$ cat config.mk
export PLATFORM = sky130hd
export DESIGN_NAME = pipe_mem_access_ctrl
export DESIGN_NICKNAME = d
export VERILOG_FILES = /design/src/rtl/pipe_mem_access_ctrl.sv
export SDC_FILE = /design/constraint.sdc
export NUM_CORES = 1
export LEC_CHECK = 0
export ABC_AREA = 1
export CORE_MARGIN = 2
export CORE_UTILIZATION = 38
export DETAILED_ROUTE_END_ITERATION = 7
export PLACE_DENSITY = 0.81
export RECOVER_POWER = 50
export SLEW_MARGIN = 20
export SYNTH_ARGS = -nofsm -noshare
export SYNTH_HDL_FRONTEND = slang
export SYNTH_SLANG_ARGS = --single-unit
export TNS_END_PERCENT = 10
$ cat constraint.sdc
create_clock -name clk -period 2.17 [get_ports clk]
set_input_delay 0.434 -clock clk [delete_from_list [all_inputs] [get_ports clk]]
set_output_delay 0.434 -clock clk [all_outputs]
set_load 0.1 [all_outputs]
$ cat src/rtl/pipe_mem_access_ctrl.sv
// pipe_mem_access_ctrl: run/step/halt control that drains the pipeline and lends the I-Mem/D-Mem ports to a host for single accesses.
module pipe_mem_access_ctrl #(
    parameter int IMEM_ADDR_WIDTH = 9,
    parameter int DMEM_ADDR_WIDTH = 8,
    parameter int INSTR_WIDTH     = 32,
    parameter int DATA_WIDTH      = 64,
    parameter int DRAIN_CYCLES    = 4
) (
    input  logic                       clk,
    input  logic                       reset,
    input  logic                       run_en,
    input  logic                       step_req,
    input  logic                       host_req,
    input  logic                       host_rw,
    input  logic                       host_sel,
    input  logic [IMEM_ADDR_WIDTH-1:0] host_addr,
    input  logic [DATA_WIDTH-1:0]      host_wdata,
    output logic                       host_ack,
    output logic                       host_busy,
    output logic [DATA_WIDTH-1:0]      host_rdata,
    output logic                       pipe_fetch_en,
    output logic                       mem_owner,
    output logic                       imem_we,
    output logic [IMEM_ADDR_WIDTH-1:0] imem_addr,
    output logic [INSTR_WIDTH-1:0]     imem_din,
    input  logic [INSTR_WIDTH-1:0]     imem_dout,
    output logic                       dmem_we,
    output logic [DMEM_ADDR_WIDTH-1:0] dmem_addr,
    output logic [DATA_WIDTH-1:0]      dmem_din,
    input  logic [DATA_WIDTH-1:0]      dmem_dout,
    output logic [31:0]                fetch_count
);
    typedef enum logic [2:0] {S_HALT, S_RUN, S_STEP, S_DRAIN, S_ACCESS, S_WAIT, S_ACK} state_t;
    state_t                     r_state, w_next;
    logic [3:0]                 r_drain_cnt;
    logic                       r_busy, r_rw, r_sel;
    logic [IMEM_ADDR_WIDTH-1:0] r_addr;
    logic [DATA_WIDTH-1:0]      r_wdata, r_rdata;
    logic [31:0]                r_fetch_count;
    logic                       w_pending, w_latch, w_drain_done;
    assign w_latch      = host_req && !r_busy;
    assign w_pending    = r_busy || host_req;
    assign w_drain_done = r_drain_cnt == 4'(DRAIN_CYCLES - 1);
    always_comb begin
        w_next = S_HALT;
        case (r_state)
            S_HALT:   w_next = w_pending ? S_DRAIN : step_req ? S_STEP : run_en ? S_RUN : S_HALT;
            S_RUN:    w_next = w_pending ? S_DRAIN : run_en ? S_RUN : S_HALT;
            S_STEP:   w_next = S_HALT;
            S_DRAIN:  w_next = w_drain_done ? S_ACCESS : S_DRAIN;
            S_ACCESS: w_next = S_WAIT;
            S_WAIT:   w_next = S_ACK;
            S_ACK:    w_next = run_en ? S_RUN : S_HALT;
            default:  w_next = S_HALT;
        endcase
    end
    always_ff @(posedge clk) begin
        if (!reset) begin
            r_state       <= S_HALT;
            r_drain_cnt   <= '0;
            r_busy        <= 1'b0;
            r_rw          <= 1'b0;
            r_sel         <= 1'b0;
            r_addr        <= '0;
            r_wdata       <= '0;
            r_rdata       <= '0;
            r_fetch_count <= '0;
        end else begin
            r_state       <= w_next;
            r_drain_cnt   <= (r_state == S_DRAIN && !w_drain_done) ? r_drain_cnt + 4'd1 : 4'd0;
            r_fetch_count <= r_fetch_count + 32'(pipe_fetch_en);
            if (w_latch) begin
                r_busy  <= 1'b1;
                r_rw    <= host_rw;
                r_sel   <= host_sel;
                r_addr  <= host_addr;
                r_wdata <= host_wdata;
            end else if (r_state == S_WAIT) begin
                r_busy <= 1'b0;
            end
            // memories return read data one cycle after ACCESS presents the address
            if (r_state == S_WAIT && !r_rw)
                r_rdata <= r_sel ? dmem_dout : DATA_WIDTH'(imem_dout);
        end
    end
    assign pipe_fetch_en = r_state == S_RUN || r_state == S_STEP;
    assign mem_owner     = r_state == S_ACCESS || r_state == S_WAIT;
    assign imem_we       = r_state == S_ACCESS && r_rw && !r_sel;
    assign dmem_we       = r_state == S_ACCESS && r_rw && r_sel;
    assign imem_addr     = mem_owner ? r_addr : '0;
    assign dmem_addr     = mem_owner ? r_addr[DMEM_ADDR_WIDTH-1:0] : '0;
    assign imem_din      = mem_owner ? r_wdata[INSTR_WIDTH-1:0] : '0;
    assign dmem_din      = mem_owner ? r_wdata : '0;
    assign host_ack      = r_state == S_ACK;
    assign host_busy     = r_busy;
    assign host_rdata    = r_rdata;
    assign fetch_count   = r_fetch_count;
endmodule

# Word-level counts from Yosys, hierarchy flattened
# Cells that the tools add are included.
[classes]
addsub = 2
n_mul = 0
div_mod_pow = 0
n_lt_le_gt_ge = 0
n_eq_ne = 7
n_shift = 0
muxes = 13
bitwise = 0
n_reduce_logical = 16
[op_table]
columns = ["operator", "n"]
rows = [
  ["$mux 64", 2],
  ["$add 32x1->32", 1],
  ["$mux 32", 1],
  ["$pmux 3 s6", 1],
  ["$mux 3", 4],
  ["$eq 3x3->1 const B", 3],
  ["$mux 9", 1],
  ["$mux 8", 1],
  ["$eq 3x2->1 const B", 2],
  ["$logic_and 1x1->1", 6],
  ["$add 4x1->4 const B", 1],
  ["$eq 4x2->1 const B", 1],
  ["$logic_not 1->1", 4],
  ["$eq 3x1->1 const B", 1],
  ["$logic_not 3->1", 1],
  ["$logic_or 1x1->1", 3],
  ["$mux 1", 3],
  ["$reduce_and 2->1", 1],
  ["$reduce_bool 2->1", 1],
]
[totals]
ff_bits = 179
latch_bits = 0
mem_bits_rw = 0
mem_bits_ro = 0
input_bits = 176
out_inout_bits = 215
wordCells = 47
n_memories = 0

# Depth between registers and ports, before layout
# Gate-level depths: netlist of the first run.
[logic_depth]
depth_word = 4
ltp_mapped = 12
ltp_nobuf = 12

# Worst setup path before layout of the first run
# OpenSTA, ideal clock, no wires.
[synth_timing]
kind = "register -> output"
startpoint = "reg r_state[2]"
endpoint = "out imem_din[10]"
arrival_ns = 3.238
required_time_ns = 1.736
setup_slack_ns = -1.502
stages_incl_launch_ff = 8
n_path_buf = 3
path_cell_list = "dfxtp_1 inv_2 nor2_4 inv_1 buf_2 buf_1 nor2_1 buf_4"
[synth_between]
elab_chain_cells = 3
elab_cells_between_ends = 4
classes_between = "eq/ne: 2; mux: 1; reduce/logical: 1"
[synth_lines]
columns = ["item", "line_no", "source"]
rows = [
  ["from (decl)", "34", "state_t r_state, w_next;"],
  ["from (signal assigned)", "69", "r_state <= w_next;"],
  ["$eq 3x3->1", "87", "assign mem_owner = r_state == S_ACCESS || r_state == S_WAIT;"],
  ["$logic_or 1x1->1 (*)", "87", ""],
  ["named net mem_owner", "22", "output logic mem_owner,"],
  ["$mux 32 (*)", "92", "assign imem_din = mem_owner ? r_wdata[INSTR_WIDTH-1:0] : '0;"],
  ["to (decl)", "25", "output logic [INSTR_WIDTH-1:0] imem_din,"],
]
# Mark *: on every way through the listed nets, which the timed path passes. The rest lies on a longest branch.

# Final worst setup path of the first run
[layout_timing]
startpoint = "reg r_state[1]"
endpoint = "out dmem_addr[4]"
[layout_between]
elab_chain_cells = 3
elab_cells_between_ends = 4
classes_between = "eq/ne: 2; mux: 1; reduce/logical: 1"
[layout_lines]
columns = ["item", "line_no", "source"]
rows = [
  ["$eq 3x3->1", "87", ""],
  ["$logic_or 1x1->1 (*)", "87", ""],
  ["$mux 8 (*)", "91", "assign dmem_addr = mem_owner ? r_addr[DMEM_ADDR_WIDTH-1:0] : '0;"],
  ["to (decl)", "28", "output logic [DMEM_ADDR_WIDTH-1:0] dmem_addr,"],
]
# Mark *: on every way between the ends. The rest lies on a longest branch, timed or not.

==> results of run 1 <==
## cells in the final DEF, fill, tap and decap left out, types with 12 or more instances in the layout
cell type	count
buf_12	128
nor2_4	49
clkbuf_2	68
inv_1	104
o21ai_0	105
nand3_1	22
clkdlybuf4s50_1	173
buf_4	42
nor2_2	65
nand2_1	211
a21oi_2	30
nand3_2	31
dfxtp_1	176
a21oi_1	101
clkbuf_16	17
nor2_1	106
o21ai_1	12
## tightest hold or removal path, delay by kind of cell
family / cells / cell delay, ns
AND/OR/NAND/NOR: 1 / 0.09
buffers and inverters: 2 / 0.23
## how the worst min path moves through the flow
stage | start | to | slack (ns) | cells after the start
2_1_floorplan | r_drain_cnt[0] | r_drain_cnt[0] | 0.42 | 1
3_3_place_gp | r_drain_cnt[0] | r_drain_cnt[0] | 0.43 | 1
3_5_place_dp | r_drain_cnt[0] | r_drain_cnt[0] | 0.44 | 1
4_1_cts | reset | fetch_count[1] | 0.37 | 3
5_1_grt | reset | fetch_count[1] | 0.38 | 3
6_report | reset | fetch_count[1] | 0.39 | 3
## registers in the layout (all words and copies together) (netlist names)
register	flops
r_drain_cnt	4
r_addr	9
host_rdata	64
r_sel	1
r_rw	1
r_wdata	64
host_busy	1
r_state	3
fetch_count	32
## routing by layer
layer	share of wire	vias up	wire length (um)
met5	0	-	0
met4	0.052	0	1410
met3	0.067	86	1830
met2	0.51	376	13700
met1	0.37	3931	10100
li1	-	4249	-
## cells in the mapped netlist, types with 12 or more instances
master	instances	area (um^2)
nor2_2	31	194
buf_4	40	300
clkbuf_1	32	120
o21ai_1	12	60.1
o21ai_0	105	526
nand3_1	23	115
nor2_1	187	702
nand3_2	30	300
dfxtp_1	179	3580
inv_1	106	398
a21oi_1	101	505
a21oi_2	30	263
buf_1	13	48.8
nand2_1	213	800
## what timing repair did
item | CTS | global route
gates resized for setup | 18 | 10
pin swaps | 20 | 3
endpoints found under the setup margin | 108 | 110
## kinds of logic after synthesis
kind of cell	after synthesis
simple gates	496
compound gates	251
buf+inv	215
flops	179
xor+xnor	3
fa+ha+maj	3
## power groups by stage
stage          clock network (mW)  registers [mW]  logic, mW
6_report                     3.02            3.47       1.08
2_1_floorplan                   0            3.62      0.490
5_1_grt                      3.20            3.48       1.18
4_1_cts                      3.08            3.47       1.10
3_5_place_dp                    0            3.54       1.10
3_3_place_gp                    0            3.53       1.07
## layout make-up
class | count | area, um^2 | share of cell area
diodes | 1 | 2.50 | 0.000178
inverters | 110 | 427 | 0.0304
clock inverters | 13 | 124 | 0.00883
repair buffers | 417 | 5010 | 0.357
clock buffers | 19 | 443 | 0.0316
multi-input cells | 753 | 4080 | 0.291
well taps | 280 | 350 | 0.0250
flip-flops and latches | 179 | 3590 | 0.256
==> run_results.csv, run 1 <==
group,metric,value,unit
global_routing,grt_max_degree,150,
die,die_h,152,um
placed_design,pre_cts_ws,-0.0964,ns
die,rows,54,
clocking,cts_tree,"done",
yosys,syn_nets,1326,
placed_design,routabilityCongestion,0.875,
power_and_ir_drop,total_power,7.57,mW
power_and_ir_drop,p_clk_frac,0.399,
cells_and_area,fin_util,0.649,
yosys,synthArstFlopShare,0,
clocking,cts_root_buf,"clkbuf_16",
sta,setup_tns,0,ns
cells_and_area,fin_nets,1657,
sta,setup_viol,0,
placed_design,dp_cells,1739,
placed_design,placed_area,13500,um^2
clocking,ctsHoldBuffers,0,
clocking,cts_max_level,4,
die,die_area,23100,um^2
yosys,ys_ff_latch,179,
global_routing,use_met3,0.0582,
sta,fmaxAchievable,0.463,GHz
cells_and_area,area_delta_synth_final,68.8,%
routing,num_vias,8642,
clocking,numClockSinks,179,
routing,drtPass1Iterations,5,
routing,drt_wl_total,27.1,mm
power_and_ir_drop,p_sw,2.05,mW
worst_setup_path,worstPathCellList,"buf_6 > nor2_4 > inv_8 > buf_12 > nor2_4 > buf_12",
job,drv_cap,0,
routing,wire_per_inst,15.3,um
power_and_ir_drop,power.density,540,nW/um^2
yosys,synth_area,8310,um^2
power_and_ir_drop,irDropWorstVdd,0.000479,V
worst_setup_path,cp_data_arrival_time,1.73,ns
clocking,cts_setup_buffers,0,
worst_setup_path,startpoint,"r_state[1]",
die,pin_count,391,
global_routing,grt_first_pass_wirelength,43.1,mm
worst_setup_path,slowest_delay,0.33,ns
yosys,synth_edf_count,0,
power_and_ir_drop,p_leak,5.45,nW
worst_setup_path,rrSetupSlack,0.18,ns
global_routing,antenna_found_initial,1,
yosys,postSynthCellCount,1147,
sta,max_slew_margin,0.388,
power_and_ir_drop,p_comb_frac,0.143,
yosys,synth.avg_cell_area,7.24,um^2
global_routing,grt.total_usage,0.231,
yosys,synthAdderAreaFrac,0.00452,
min_path,min_path_type,"input pin to flip-flop",
yosys,synth.area.mux_share,0,
routing,postRouteAntennaNets,0,
clocking,clock_latency,0.43,ns
global_routing,grt_pass1_vias,8451,
sta,rsz0062_at_grt,"yes",
placed_design,dp_hpwl,20.9,mm
cells_and_area,fill_cells,1833,
yosys,synth_ff_type,"dfxtp_1",
worst_setup_path,critPathKind,"flip-flop to primary output",
yosys,netlist-cell-type-count,29,
worst_setup_path,slowest_stage,"dfxtp_2",
global_routing,globalRouteOverflowTotal,0,
worst_setup_path,r2r_start,"r_state[0]",
worst_setup_path,worst-path-buf-inv,4,
clocking,max-clock-path-buffers,2,
sta,finalHoldWorstSlack,0.390,ns
yosys,seq_area_frac_synth,0.431,
yosys,synth-compound-area-share,0.166,
placed_design,portBuffers,390,
sta,final.period_utilization,0.996,
global_routing,use_met1,0.248,
worst_setup_path,start_kind,"flip-flop",
die,start_util,0.384,
worst_setup_path,required,1.74,ns
die,core_region_area,21600,um^2
cells_and_area,final_area,14000,um^2
routing,route.detailed.drc,0,
global_routing,use_met2,0.414,
sta,fin_skew,0.0144,ns
worst_setup_path,path_delay_family,"buffers and inverters",
global_routing,busiest_layer,"met2",
power_and_ir_drop,swShare,0.271,
clocking,cts_buffers,17,
yosys,synth_xor_area_frac,0.00316,
worst_setup_path,reg2regPathDepth,12,
sta,finalWorstSetupSlack,0.00844,ns
cells_and_area,drive_gt1_frac,0.310,
power_and_ir_drop,cell_internal_pwr,5.52,mW
yosys,synth_top_family_by_area,"simple AND/OR/NAND/NOR gates",
worst_setup_path,crit_end,"dmem_addr[4]",
clocking,path_clk_slew,0.06,ns
worst_setup_path,path_max_fanout,23,
cells_and_area,stdcell_count,1772,
routing,drtIter0Drc,399,
yosys,ys_warn_count,0,
sta,finalMaxSlewViolations,0,
power_and_ir_drop,sequentialPowerShare,0.458,
sta,period_needed,2.16,ns
worst_setup_path,worstSetupPathDepth,6,
worst_setup_path,r2r-end,"fetch_count[22]",
routing,via_per_inst,4.88,
sta,worstMarginPinSlew,0.917,ns
sta,finalHoldViolations,0,
worst_setup_path,end_kind,"primary output",
yosys,synth_simple_gate_area_share,0.263,
die,die_x,152,um
status,status,"finished clean",
No activity file was read; power rests on OpenSTA's default activity.
==> run 2: changes to the inputs <==
Settings changed: SLEW_MARGIN 20 to default.
==> results of run 2 <==
Same layout as run 1: the final DEF is identical, and so are final timing and power.
